<file path="src/rtl/control_sequencer.sv">
// Mini SRC control unit: fetch T0-T2, opcode decode, and execute sequencing with
// every T-step held for STEP_CYCLES clocks. Control outputs are a Moore decode.
module control_sequencer #(
  parameter int STEP_CYCLES = 2
) (
  input  logic        clk,
  input  logic        clr,
  input  logic        run,
  input  logic [31:0] ir,
  input  logic        con_ff,
  output logic        pc_out,
  output logic        zlo_out,
  output logic        zhi_out,
  output logic        hi_out,
  output logic        lo_out,
  output logic        mdr_out,
  output logic        inport_out,
  output logic        c_sign_extended_out,
  output logic        ba_out,
  output logic        r_out,
  output logic        mar_enable,
  output logic        z_enable,
  output logic        lo_enable,
  output logic        hi_enable,
  output logic        pc_enable,
  output logic        mdr_enable,
  output logic        ir_enable,
  output logic        y_enable,
  output logic        r15_enable,
  output logic        r_in,
  output logic        con_enable,
  output logic        outport_enable,
  output logic        inport_enable,
  output logic        read,
  output logic        ram_write,
  output logic        pc_increment,
  output logic        gra,
  output logic        grb,
  output logic        grc,
  output logic [3:0]  step,
  output logic        instr_done,
  output logic        illegal_op,
  output logic        halted
);

  typedef enum logic [3:0] {
    S_T0, S_T1, S_T2, S_T3, S_T4, S_T5, S_T6, S_T7, S_IDLE, S_HALTED
  } state_t;

  localparam logic [3:0] LAST = 4'(STEP_CYCLES - 1);

  localparam logic [4:0] OP_LD   = 5'b00000;
  localparam logic [4:0] OP_LDI  = 5'b00001;
  localparam logic [4:0] OP_ST   = 5'b00010;
  localparam logic [4:0] OP_ADDI = 5'b01011;
  localparam logic [4:0] OP_BR   = 5'b10010;
  localparam logic [4:0] OP_JR   = 5'b10011;
  localparam logic [4:0] OP_JAL  = 5'b10100;
  localparam logic [4:0] OP_IN   = 5'b10101;
  localparam logic [4:0] OP_OUT  = 5'b10110;
  localparam logic [4:0] OP_MFHI = 5'b10111;
  localparam logic [4:0] OP_MFLO = 5'b11000;
  localparam logic [4:0] OP_NOP  = 5'b11001;
  localparam logic [4:0] OP_HALT = 5'b11010;

  state_t     state, next_state, final_state;
  logic [3:0] cnt;
  logic [4:0] opcode;
  logic       con_q;
  logic       supported;
  logic       last_clk;
  logic       final_step;

  // Register fields and the operand bits are consumed by the datapath, not here.
  logic unused_ir;
  assign unused_ir = ^ir[26:0];

  assign last_clk   = (cnt == LAST);
  assign final_step = (state == final_state);

  always_ff @(posedge clk) begin
    if (clr) begin
      state  <= S_IDLE;
      cnt    <= 4'd0;
      opcode <= 5'd0;
      con_q  <= 1'b0;
    end else begin
      state <= next_state;
      if (state == S_IDLE || state == S_HALTED || last_clk) cnt <= 4'd0;
      else                                                   cnt <= cnt + 4'd1;
      if (state == S_T2 && last_clk) opcode <= ir[31:27];
      // Branch condition is captured on the edge entering T6 so it is stable all step.
      if (state == S_T5 && last_clk) con_q <= con_ff;
    end
  end

  always_comb begin
    final_state = S_T3;
    supported   = 1'b1;
    case (opcode)
      OP_LDI, OP_ADDI:                                   final_state = S_T5;
      OP_LD, OP_ST:                                      final_state = S_T7;
      OP_JAL:                                            final_state = S_T4;
      OP_BR:                                             final_state = S_T6;
      OP_JR, OP_IN, OP_OUT, OP_MFHI, OP_MFLO, OP_NOP, OP_HALT: final_state = S_T3;
      default:                                           supported   = 1'b0;
    endcase
  end

  always_comb begin
    next_state = state;
    case (state)
      S_IDLE:   if (run) next_state = S_T0;
      S_HALTED: next_state = S_HALTED;
      default: begin
        if (last_clk) begin
          if (!final_step)            next_state = state_t'(state + 4'd1);
          else if (opcode == OP_HALT) next_state = S_HALTED;
          else if (run)               next_state = S_T0;
          else                        next_state = S_IDLE;
        end
      end
    endcase
  end

  always_comb begin
    {pc_out, zlo_out, zhi_out, hi_out, lo_out, mdr_out, inport_out, c_sign_extended_out,
     ba_out, r_out, mar_enable, z_enable, lo_enable, hi_enable, pc_enable, mdr_enable,
     ir_enable, y_enable, r15_enable, r_in, con_enable, outport_enable, inport_enable,
     read, ram_write, pc_increment, gra, grb, grc} = '0;
    case (state)
      S_T0: begin pc_out = 1'b1; mar_enable = 1'b1; pc_increment = 1'b1; z_enable = 1'b1; end
      S_T1: begin read = 1'b1; mdr_enable = 1'b1; zlo_out = 1'b1; pc_enable = 1'b1; end
      S_T2: begin mdr_out = 1'b1; ir_enable = 1'b1; end
      S_T3: begin
        case (opcode)
          OP_LD, OP_LDI, OP_ST: begin grb = 1'b1; ba_out = 1'b1; y_enable = 1'b1; end
          OP_ADDI: begin grb = 1'b1; r_out = 1'b1; y_enable = 1'b1; end
          OP_JR:   begin gra = 1'b1; r_out = 1'b1; pc_enable = 1'b1; end
          OP_JAL:  begin pc_out = 1'b1; r15_enable = 1'b1; end
          OP_BR:   begin gra = 1'b1; r_out = 1'b1; con_enable = 1'b1; end
          OP_IN:   begin inport_out = 1'b1; gra = 1'b1; r_in = 1'b1; end
          OP_OUT:  begin gra = 1'b1; r_out = 1'b1; outport_enable = 1'b1; end
          OP_MFHI: begin hi_out = 1'b1; gra = 1'b1; r_in = 1'b1; end
          OP_MFLO: begin lo_out = 1'b1; gra = 1'b1; r_in = 1'b1; end
          default: ;
        endcase
      end
      S_T4: begin
        case (opcode)
          OP_LD, OP_LDI, OP_ADDI, OP_ST: begin c_sign_extended_out = 1'b1; z_enable = 1'b1; end
          OP_JAL: begin gra = 1'b1; r_out = 1'b1; pc_enable = 1'b1; end
          OP_BR:  begin pc_out = 1'b1; y_enable = 1'b1; end
          default: ;
        endcase
      end
      S_T5: begin
        case (opcode)
          OP_LDI, OP_ADDI: begin zlo_out = 1'b1; gra = 1'b1; r_in = 1'b1; end
          OP_LD, OP_ST:    begin zlo_out = 1'b1; mar_enable = 1'b1; end
          OP_BR:           begin c_sign_extended_out = 1'b1; z_enable = 1'b1; end
          default: ;
        endcase
      end
      S_T6: begin
        case (opcode)
          OP_LD: begin read = 1'b1; mdr_enable = 1'b1; end
          OP_ST: begin gra = 1'b1; r_out = 1'b1; mdr_enable = 1'b1; end
          OP_BR: begin zlo_out = 1'b1; pc_enable = con_q; end
          default: ;
        endcase
      end
      S_T7: begin
        case (opcode)
          OP_LD: begin mdr_out = 1'b1; gra = 1'b1; r_in = 1'b1; end
          OP_ST: ram_write = 1'b1;
          default: ;
        endcase
      end
      default: ;
    endcase
  end

  assign step       = (state == S_IDLE || state == S_HALTED) ? 4'hF : 4'(state);
  assign instr_done = final_step && last_clk;
  assign illegal_op = (state == S_T3) && (cnt == 4'd0) && !supported;
  assign halted     = (state == S_HALTED);

endmodule

</file>
<file path="config.mk">
export PLATFORM = sky130hd
export DESIGN_NAME = control_sequencer
export DESIGN_NICKNAME = d
export VERILOG_FILES = /design/src/rtl/control_sequencer.sv
export SDC_FILE = /design/constraint.sdc
export NUM_CORES = 1
export LEC_CHECK = 0
export BUFFER_PORTS_ARGS = -buffer_cell sky130_fd_sc_hd__buf_2
export CAP_MARGIN = 10
export CORE_AREA = 8 8 66 68
export DETAILED_ROUTE_END_ITERATION = 12
export DIE_AREA = 0 0 74 76
export GPL_ROUTABILITY_DRIVEN = 0
export HOLD_SLACK_MARGIN = 0.15
export PLACE_DENSITY_LB_ADDON = 0.1
export SLEW_MARGIN = 5
export SYNTH_ARGS = -nofsm -noshare
export SYNTH_HDL_FRONTEND = slang
export SYNTH_SLANG_ARGS = --single-unit
</file>
<file path="constraint.sdc">
create_clock -name clk -period 2.5 [get_ports clk]
set_clock_uncertainty 0.05 [all_clocks]
set_input_delay 0.5 -clock clk [delete_from_list [all_inputs] [get_ports clk]]
set_output_delay 0.5 -clock clk [all_outputs]
set_load 0.1 [all_outputs]
</file>
* After elaboration in Yosys (flattened, before gate mapping)
Index checks and enable logic that the tools add are counted.
Storage, ports and cells: memories kept 0, bits of input ports 36, latch bits 0, word-level logic and storage cells 102, register bits after elaboration 14, output and inout port bits 36, bits in read-only memories 0, RAM bits 0
Cells by class: div/mod/pow operators 0, $mul 0, bitwise operators 0, multiplexer cells 50, equal/unequal tests 24, reductions and logical operators 22, shift operators 0, order comparisons 0, add/subtract/negate cells 2
Operator list (count):
- $eq A5 B5 Y1 const B | 9
- $mux W1 | 29
- $mux W4 | 6
- $eq A4 B3 Y1 const B | 4
- $pmux W1 S3 | 5
- $reduce_or A13 Y1 | 1
- $pmux W1 S2 | 6
- $pmux W3 S4 | 1
- $add A4 B1 Y4 const B | 2
- $eq A4 B1 Y1 const B | 2
- $eq A4 B2 Y1 const B | 2
- $eq A4 B4 Y1 const B | 2
- $logic_not A4 Y1 | 2
- $pmux W4 S2 | 1
- $reduce_or A4 Y1 | 2
- $reduce_or A2 Y1 | 3
- $reduce_or A3 Y1 | 2
- $reduce_or A6 Y1 | 1
- $eq A5 B1 Y1 const B | 1
- $eq A5 B2 Y1 const B | 1
- $eq A5 B4 Y1 const B | 1
- $logic_and A1 B1 Y1 | 5
- $logic_not A5 Y1 | 1
- $pmux W1 S5 | 1
- 7 further kinds | 8

* Depth between registers and ports, before layout
Gate-level depths: netlist (run 1).
depth after elaboration 7, mapped depth 8, depth with buffers taken out 7

* Least setup slack after synthesis (run 1)
OpenSTA, ideal clock, no wires.
path type reg-to-output, from reg state[0], to out pc_out, setup slack -2345 ps, required time 1950 ps, buffers on the path 0, stages on the path, launching flop included 6, data arrival time 4295 ps, cell sequence dfxtp_1 -> ha_1 -> nand4bb_1 -> or3b_2 -> nor3_1 -> nand3b_1
On the way: word-level cells in the longest chain between the ends 2, elaborated cells on any way between the ends 4, those cells by class eq/ne (2); mux (1); reduce/logical (1)
RTL lines:
- from (decl) | RTL line 66 | state_t state, next_state, final_state;
- from (signal assigned) | RTL line 88 | state <= next_state;
- $eq A4 B3 Y1, or another cell as far along | RTL line 131 | case (state)
- $pmux W1 S3 * | RTL line 131
- to (decl) | RTL line 11 | output logic pc_out,
Mark *: on every way between the ends. The rest lies on a longest branch, timed or not.

* Final worst setup path (run 1)
from reg opcode[0], to out instr_done
On the way: word-level cells in the longest chain between the ends 5, elaborated cells on any way between the ends 11, those cells by class eq/ne (6); mux (1); reduce/logical (4)
RTL lines:
- from (decl) | RTL line 68 | logic [4:0] opcode;
- from (signal assigned) | RTL line 91 | if (state == S_T2 && last_clk) opcode <= ir[31:27];
- $eq A5 B2 Y1, or another cell as far along | RTL line 100 | case (opcode)
- $reduce_or A2 Y1 (no source line)
- $pmux W3 S4 * | RTL line 100
- $eq A4 B4 Y1 * | RTL line 79 | assign final_step = (state == final_state);
- $logic_and A1 B1 Y1 * | RTL line 185 | assign instr_done = final_step && last_clk;
- to (decl) | RTL line 41 | output logic instr_done,
Marks and branches as above.

==> run metrics, run 1 <==
status=finished with violations; failing checks=negative setup slack; Synthesis Warnings=0; Final setup viols=3; RSZ-0062 raised after global routing=yes; Port Buf Inserts=39; fraction of layout cells with a size suffix above 1=51.7%; Critical Path RT=1.95 ns; Synth cell types=51; crit path capture type=output port; DRC Markers=0; syn avg cell area=6.98 um^2; vias in the first global route=1706; die area=5620 um^2; DP Wirelength=3580 um; global-route usage over all layers=17.2%; initial antenna violation count=0; DR WL/cell=15.1 um; crit share post-route=105%; core footprint=3440 um^2; area of the multi-input gates=1330 um^2; Async SR Flop Fraction=0%; Root Buffer=clkbuf_4; Worst Setup Slack, final=-0.115 ns; largest net degree at the start of global routing=12; Final nets=307; # Max-Cap Violations=0; CP arrival=2.07 ns; num ports=72; FF/Latch Area=295 um^2; Max FO, Critical Path=7; Die X-Extent=74 um; most common cell after layout, fill and taps aside=buf_4; startpoint types=flop; vias post-DR=1676; leading area contributor after synthesis=dfxtp_1; Synth Flop Type=dfxtp_1; CTS Buffer Depth=2; vias per inst=5.39; synth-to-layout area growth=81.1%; worst hold path class=in -> reg; Reg clk slew, reported paths=0.08 ns; Detailed Route Iter0 Violations=136; setup tns final=-0.252 ns; critical-path cell list=or3b_4 -> or3_4 -> o2bb2ai_2 -> nor4_4 -> buf_12; number of cell rows=22; sequential fraction of the synthesis area=19.5%; achievable frequency=382 MHz; crit-path max cell delay=0.46 ns; H-tree depth=1; synthesized flop and latch total=14; Pleak=1.08 nW; CTS tree=yes; drt total wl=4690 um; Clock Latency Late Sink=0.29 ns; CTS Buf Count=3; synth top area cells=dfxtp_1 19%, nor2_1 6.8%, ha_1 6.1%; WHS=0.399 ns; Fillers=241; max-slew violations=0; remaining antenna violation count=0; pre-CTS setup slack=0.0914 ns; Critical Setup Path Class=reg -> out; top-area cell type share of the netlist area=19.5%; ant diodes=0; Initial Util=41.8%; 1st-pass router iterations=4; EDFF count, synth=0; most frequent cells in the layout=27 x buf_4, 25 x buf_12, 21 x nor2_1; post-synthesis cell count=206; Power Dens Cells=782 nW/um^2; synthesized cell area=1440 um^2; Hold Violations, Final=0; first-pass GRT wire length=7900 um; gr ovfl total=0; chip height=76 um; fin crit period=2.62 ns; Worst VDD drop=0.920 mV; clk sinks=14; CP max-delay cell=or3b_4
## report_power, final
part,internal (mW),switching [mW]
Combinational,0.533,1.03
Clock,0.0886,0.0791
Sequential,0.260,0.0467
Total,0.882,1.15
## registers in the layout (all words and copies together), names as in the netlist
| register | cells |
|---|---|
| opcode | 5 |
| cnt | 4 |
| state | 4 |
| con_q | 1 |
## synth_stat cells (3+ instances only)
cell and number:
nor2_1 26, o21ai_0 7, nor2b_1 7, ha_1 7
or3_1 6, o22ai_1 3, a31oi_1 4, o31ai_1 3
nor3_1 6, nand2b_1 4, buf_2 4, dfxtp_1 14
mux2i_1 5, clkbuf_1 9, buf_4 5, or2_2 5
nand4_1 3, nand3b_1 4, xor2_1 4, inv_1 9
xnor2_1 3, a21oi_1 6, nand2_1 22, nand3_1 8
## per-layer routing
metal	global-route usage [%]	wire length (um)
met4	7.40	92
met1	20.2	1900
met5	0	0
met2	29.1	2420
met3	2.76	279
## critical path, delay by kind of cell (launching register included)
| kind | cells | cell delay [ns] |
|---|---|---|
| compound gates | 1 | 0.16 |
| buf+inv | 1 | 0.22 |
| flops | 1 | 0.35 |
| simple gates | 3 | 1.05 |
## per-stage QoR
step / total power, mW / cells / instance area, um^2 / utilization (%)
after floorplan: 1.37 / 210 / 1690 / -
after global placement: 1.80 / 293 / 2320 / 67.5
after detailed placement: 1.80 / 293 / 2320 / 67.5
after CTS: 2.01 / 309 / 2510 / 72.9
after global routing: 2.14 / 311 / 2600 / 75.7
final: 2.04 / 311 / 2600 / 75.7
## worst paths after layout
check | startpoint | endpoint | slack, ns | depth (start not counted)
min reg2reg | cnt[0] | cnt[0] | 0.44 | 1
max | opcode[0] | instr_done | -0.12 | 5
min | ir[28] | opcode[1] | 0.40 | 3
max reg2reg | opcode[0] | state[1] | 0.36 | 6
## final cells by class
cell class / count / share of cell area, %
timing repair buffer: 71 / 32.6
tap: 48 / 2.31
sequential: 14 / 11.3
clock buffer: 4 / 1.39
inverter: 9 / 1.30
multi-input combinational: 165 / 51.0
## logic make-up (layout without fill, tap and decap cells)
group           Yosys count  after routing  share of synthesized area (%)
compound gates           35             35                           16.5
xor+xnor                  7              7                           4.26
fa+ha+maj                 7              7                           6.09
buf+inv                  31             84                           10.8
flops                    14             14                           19.5
mux                       5              5                           3.48
other cells               1              5                          0.261
simple gates            106            106                           39.1
## repair_timing
action	in CTS	in global routing
pin swaps	4	3
hold buffers	0	0
setup endpoints to repair	15	18
buffers inserted	12	2
resized for setup	17	20
gates cloned	0	0
No activity file was read; power rests on OpenSTA's default activity.
==> run 2, diff against run 1 <==
--- a/config.mk
+++ b/config.mk
@@ -7,9 +7,9 @@
 export LEC_CHECK = 0
 export BUFFER_PORTS_ARGS = -buffer_cell sky130_fd_sc_hd__buf_2
 export CAP_MARGIN = 10
-export CORE_AREA = 8 8 66 68
+export CORE_AREA = 8 8 65 67
 export DETAILED_ROUTE_END_ITERATION = 12
-export DIE_AREA = 0 0 74 76
+export DIE_AREA = 0 0 73 75
 export GPL_ROUTABILITY_DRIVEN = 0
 export HOLD_SLACK_MARGIN = 0.15
 export PLACE_DENSITY_LB_ADDON = 0.1
==> run metrics, run 2 (synthesis gave the netlist of run 1 again) <==
DP Wirelength=3760 um (+5.0%); hold path cells=3 (unchanged); gr ovfl total=0 (unchanged); crit path capture type=output port; achievable frequency=373 MHz (-2.5%); CP arrival=2.13 ns (+0.06 ns); Detailed Route Iter0 Violations=126 (-7.4%); Hold Crit Start=ir[28]; ant diodes=0 (unchanged); fin crit period=2.68 ns (+0.0660 ns); vias post-DR=1775 (+5.9%); DRC Markers=0 (unchanged); largest net degree at the start of global routing=13 (+1); Critical Setup Path Class=reg -> out; CTS tree=yes; Clock Latency Late Sink=0.30 ns (about the same); synth-to-layout area growth=86.4%; Worst VDD drop=1.36 mV (+47%); CTS Buffer Depth=2 (unchanged); Port Buf Inserts=39 (unchanged); reg2reg path depth=6 (unchanged); R2R Setup Slk=0.13 ns (-0.23 ns); Hold Violations, Final=0 (unchanged); H-tree depth=1 (unchanged); DR WL/cell=18.2 um (+21%); Final nets=312 (+1.6%); FF-to-FF Start=opcode[1]; chip height=75 um (-1.3%); crit share post-route=107% (+2.6 points); Final setup viols=10 (+7); Final Util=82.9% (+7.3 points); max reg flops=5 (unchanged); core footprint=3230 um^2 (-6.1%); Power Dens Cells=773 nW/um^2 (-1.1%); Initial Util=44.5% (+2.7 points); Reg clk slew, reported paths=0.10 ns (+0.02 ns); drt total wl=5720 um (+22%); hold worst-path end=opcode[1]; clk sinks=14 (unchanged); first-pass GRT wire length=8410 um (+6.5%); Die X-Extent=73 um (-1.4%); Largest regs=opcode (5), cnt (4), state (4); # Max-Cap Violations=0 (unchanged); vias per inst=5.65 (+4.9%); Critical R2R Capture=state[1]; worst hold path class=in -> reg; global-route usage over all layers=19.2% (+2.0 points); fraction of layout cells with a size suffix above 1=53.0% (+1.3 points); hold buffers post-CTS=0 (unchanged); Max FO, Critical Path=5 (-2); most frequent cells in the layout=28 x buf_4, 26 x buf_12, 21 x nor2_1; die area=5480 um^2 (-2.6%); Pleak=1.13 nW (+4.6%); 1st-pass router iterations=4 (unchanged); worst slew pin tran=0.518 ns; Root Buffer=clkbuf_4; Worst slew margin=64.6%; number of cell rows=21 (-4.5%); failing checks=negative setup slack; initial antenna violation count=0 (unchanged); num ports=72 (unchanged); status=finished with violations; most common cell after layout, fill and taps aside=buf_4; Largest Register=opcode; vias in the first global route=1784 (+4.6%); CTS Buf Count=3 (unchanged); remaining antenna violation count=0 (unchanged); setup tns final=-0.812 ns (-0.560 ns); RSZ-0062 raised after global routing=yes; Critical Path RT=1.95 ns (about the same); Worst Setup Slack, final=-0.181 ns (-0.0660 ns); max-slew violations=0 (unchanged); startpoint types=flop
-- run 2: metal layers --
metal  track usage (%)  part of all wire [%]  vias to the layer above
met5                 0                     0                        -
met4              10.2                   3.5                        0
met3              5.33                   8.0                       24
met2              34.6                    51                       96
met1              19.9                    37                      829
li1                  -                     -                      826
-- run 2: worst max path at each step --
stage                   start    endpoint  slack [ns]  cells after the start
finish              opcode[4]   pc_enable       -0.18                      7
global route        opcode[4]   pc_enable       -0.26                      7
CTS                 opcode[4]  instr_done       -0.16                      6
detailed placement  opcode[0]   pc_enable       0.002                      7
global placement    opcode[0]   pc_enable        0.08                      7
floorplan            state[1]      pc_out       -0.80                      5
-- run 2: layout make-up --
| cell class | instances | area [um^2] |
|---|---|---|
| inverter | 9 | 33.8 |
| tap | 46 | 57.6 |
| clock buffer | 4 | 36.3 |
| fill | 194 | 552 |
| timing repair buffer | 76 | 901 |
| sequential | 14 | 300 |
| multi-input combinational | 165 | 1350 |
-- run 2: worst max-delay path: stages (launching register included) --
cell and delay [ns]:
dfxtp_2 0.34, or3b_4 0.42, buf_6 0.14, nor2_4 0.12, and3_4 0.21, a21oi_2 0.07
o211ai_1 0.31, buf_12 0.22
-- run 2: per-stage QoR --
step	area (um^2)	setup slack [ns]	total power [mW]	instances	hold WS [ns]
floorplan	1690	-0.802	1.37	210	0.395
global placement	2330	0.0768	1.78	293	0.408
detailed placement	2330	0.00181	1.81	293	0.425
CTS	2560	-0.161	2.03	309	0.385
global route	2680	-0.255	2.17	314	0.385
finish	2680	-0.181	2.07	314	0.381
-- run 2: power by group --
group | total (mW) | switching [mW] | internal (mW)
logic | 1.60 | 1.06 | 0.533
registers | 0.305 | 0.0464 | 0.258
clock network | 0.172 | 0.0832 | 0.0890
-- run 2: repair_timing --
action	4_1_cts	5_1_grt
cloned	0	0
buffers inserted	12	5
pin swaps	10	4
gates resized for setup	26	20
setup endpoints to repair	11	22
==> run 3, diff against run 2 <==
==> constraint.sdc (replaced) <==
create_clock -name clk -period 2.5 [get_ports clk]
set_clock_uncertainty 0.05 [all_clocks]
set_input_delay 0.25 -clock clk [delete_from_list [all_inputs] [get_ports clk]]
set_output_delay 0.25 -clock clk [all_outputs]
set_load 0.1 [all_outputs]
==> run metrics, run 3 (synthesis gave the netlist of run 1 again) <==
synth-to-layout area growth=59.4%; CTS tree=yes; max-slew violations=0 (unchanged); fraction of layout cells with a size suffix above 1=40.2% (-13 points); vias in the first global route=1549 (-13%); Final setup viols=0 (-10); drt total wl=4420 um (-23%); DR WL/cell=14.7 um (-19%); crit share post-route=96.5% (-11 points); post-placement cell area=2140 um^2 (-8.3%); P_sw=1.11 mW (-7.1%); CP arrival=2.11 ns (-0.02 ns); Critical Path RT=2.20 ns (+0.25 ns); Final Cell Area=2290 um^2 (-15%); chip height=75 um (unchanged); Max FO, Critical Path=5 (unchanged); Sw Ratio=61.2% (+3.6 points); DP Wirelength=3450 um (-8.3%); CP max-delay cell=or3b_4; Port Buf Inserts=39 (unchanged); CTS Buffer Depth=2 (unchanged); Power Dens Cells=790 nW/um^2 (+2.2%); crit-path max cell delay=0.41 ns (about the same); Hold Violations, Final=0 (unchanged); critical-path cell list=or3b_4 -> or3_4 -> o2bb2ai_4 -> nor4_4 -> buf_12; Die X-Extent=73 um (unchanged); share of power burned in registers=16.6% (+1.9 points); initial antenna violation count=0 (unchanged); Clock Latency Late Sink=0.28 ns (-0.02 ns); worst hold path class=in -> reg; overall power=1.81 mW (-13%); combinational power share=74.2% (-2.8 points); delay-heaviest family, CP=simple AND/OR/NAND/NOR gates; fin crit period=2.41 ns (-0.269 ns); Detailed Route Iter0 Violations=109 (-13%); gr ovfl total=0 (unchanged); Largest Register=opcode; clock network power share=9.2% (+0.9 points); # Max-Cap Violations=0 (unchanged); first-pass GRT wire length=7070 um (-16%); die area=5480 um^2 (unchanged); H-tree depth=1 (unchanged); global-route usage over all layers=15.9% (-3.3 points); 1st-pass router iterations=7 (+3); clk sinks=14 (unchanged); placed cells=289 (-1.4%); Worst VDD drop=1.09 mV (-19%); remaining antenna violation count=0 (unchanged); Reg clk slew, reported paths=0.09 ns (about the same); vias per inst=5.36 (-5.1%); max reg flops=5 (unchanged); most frequent cells in the layout=22 x nor2_1, 22 x nand2_1, 19 x buf_2, 19 x buf_12, 17 x buf_4; DRC Markers=0 (unchanged); Final nets=298 (-4.5%); Fillers=269 (+39%); crit path capture type=output port; ant diodes=0 (unchanged); area of the multi-input gates=1180 um^2 (-13%); Largest regs=opcode (5), cnt (4), state (4); number of cell rows=21 (unchanged); Int Pwr=703 uW (-20%); num ports=72 (unchanged); Pleak=0.957 nW (-15%); Finished Layout Cells=300 (-4.5%); Initial Util=44.5% (unchanged); Root Buffer=clkbuf_4; status=finished, final reports clean; achievable frequency=414 MHz (+11%); vias post-DR=1609 (-9.4%); startpoint types=flop; CTS Buf Count=3 (unchanged); WP buf/inv=1 (-1); FF/Latch Area=290 um^2 (-3.3%); core footprint=3230 um^2 (unchanged); largest net degree at the start of global routing=18 (+5); Critical Setup Path Class=reg -> out
-- run 3: cell types whose count changed in the layout (fill, tap and decap cells not counted), sizes merged --
cell / delta
clkbuf: +1
dlygate4sd3: +4
buf: -19
-- run 3: power groups by stage --
| stage | registers (mW) | logic [mW] | clock network, mW |
|---|---|---|---|
| 2_1_floorplan | 0.291 | 1.06 | 0 |
| 3_3_place_gp | 0.301 | 1.32 | 0 |
| 3_5_place_dp | 0.303 | 1.33 | 0 |
| 4_1_cts | 0.297 | 1.34 | 0.168 |
| 5_1_grt | 0.308 | 1.42 | 0.177 |
| 6_report | 0.301 | 1.34 | 0.166 |
-- run 3: path summary, 6_finish.rpt --
check             slack [ns]  startpoint    endpoint  cells past startpoint
hold reg to reg         0.44       con_q       con_q                      2
setup reg to reg        0.17   opcode[3]    state[1]                      7
setup / recovery        0.09   opcode[0]  instr_done                      5
hold / removal          0.16      ir[28]   opcode[1]                      3
-- run 3: worst register-to-register path: cells and delay by family (launching register included) --
family          cells  cell delay (ns)
flops               1             0.36
xor+xnor            2             0.70
buf+inv             1             0.23
compound gates      2             0.29
simple gates        2             0.62
-- run 3: through the flow --
stage / hold slack, ns / util [%] / setup slack (ns) / setup TNS (ns)
after floorplan: 0.344 / - / -0.765 / -3.36
after global placement: 0.415 / 66.3 / 0.178 / 0
after detailed placement: 0.424 / 66.3 / 0.173 / 0
after CTS: 0.166 / 68.8 / 0.000449 / 0
after global routing: 0.176 / 70.9 / -0.00129 / -0.00129
final: 0.158 / 70.9 / 0.0874 / 0
-- run 3: routing by layer --
metal,global-route usage [%],share of wire [%],vias to the layer above
li1,-,-,795
met1,19.4,44,750
met2,27.6,49,60
met3,3.06,6.1,4
met4,4.89,0.57,0
met5,0,0,-
-- run 3: layout make-up --
class / count / area share, %
timing repair buffer: 62 / 30.1
clock buffer: 4 / 1.58
inverter: 9 / 1.47
sequential: 14 / 12.7
tap: 46 / 2.51
multi-input combinational: 165 / 51.6
-- run 3: timing repair --
item                                    in CTS  in global routing
buffers inserted                             0                  3
pin swaps                                    1                  5
hold buffers                                 4                  0
endpoints found under the setup margin       1                 12
hold endpoints to repair                     4                  0
resized for setup                            1                 16
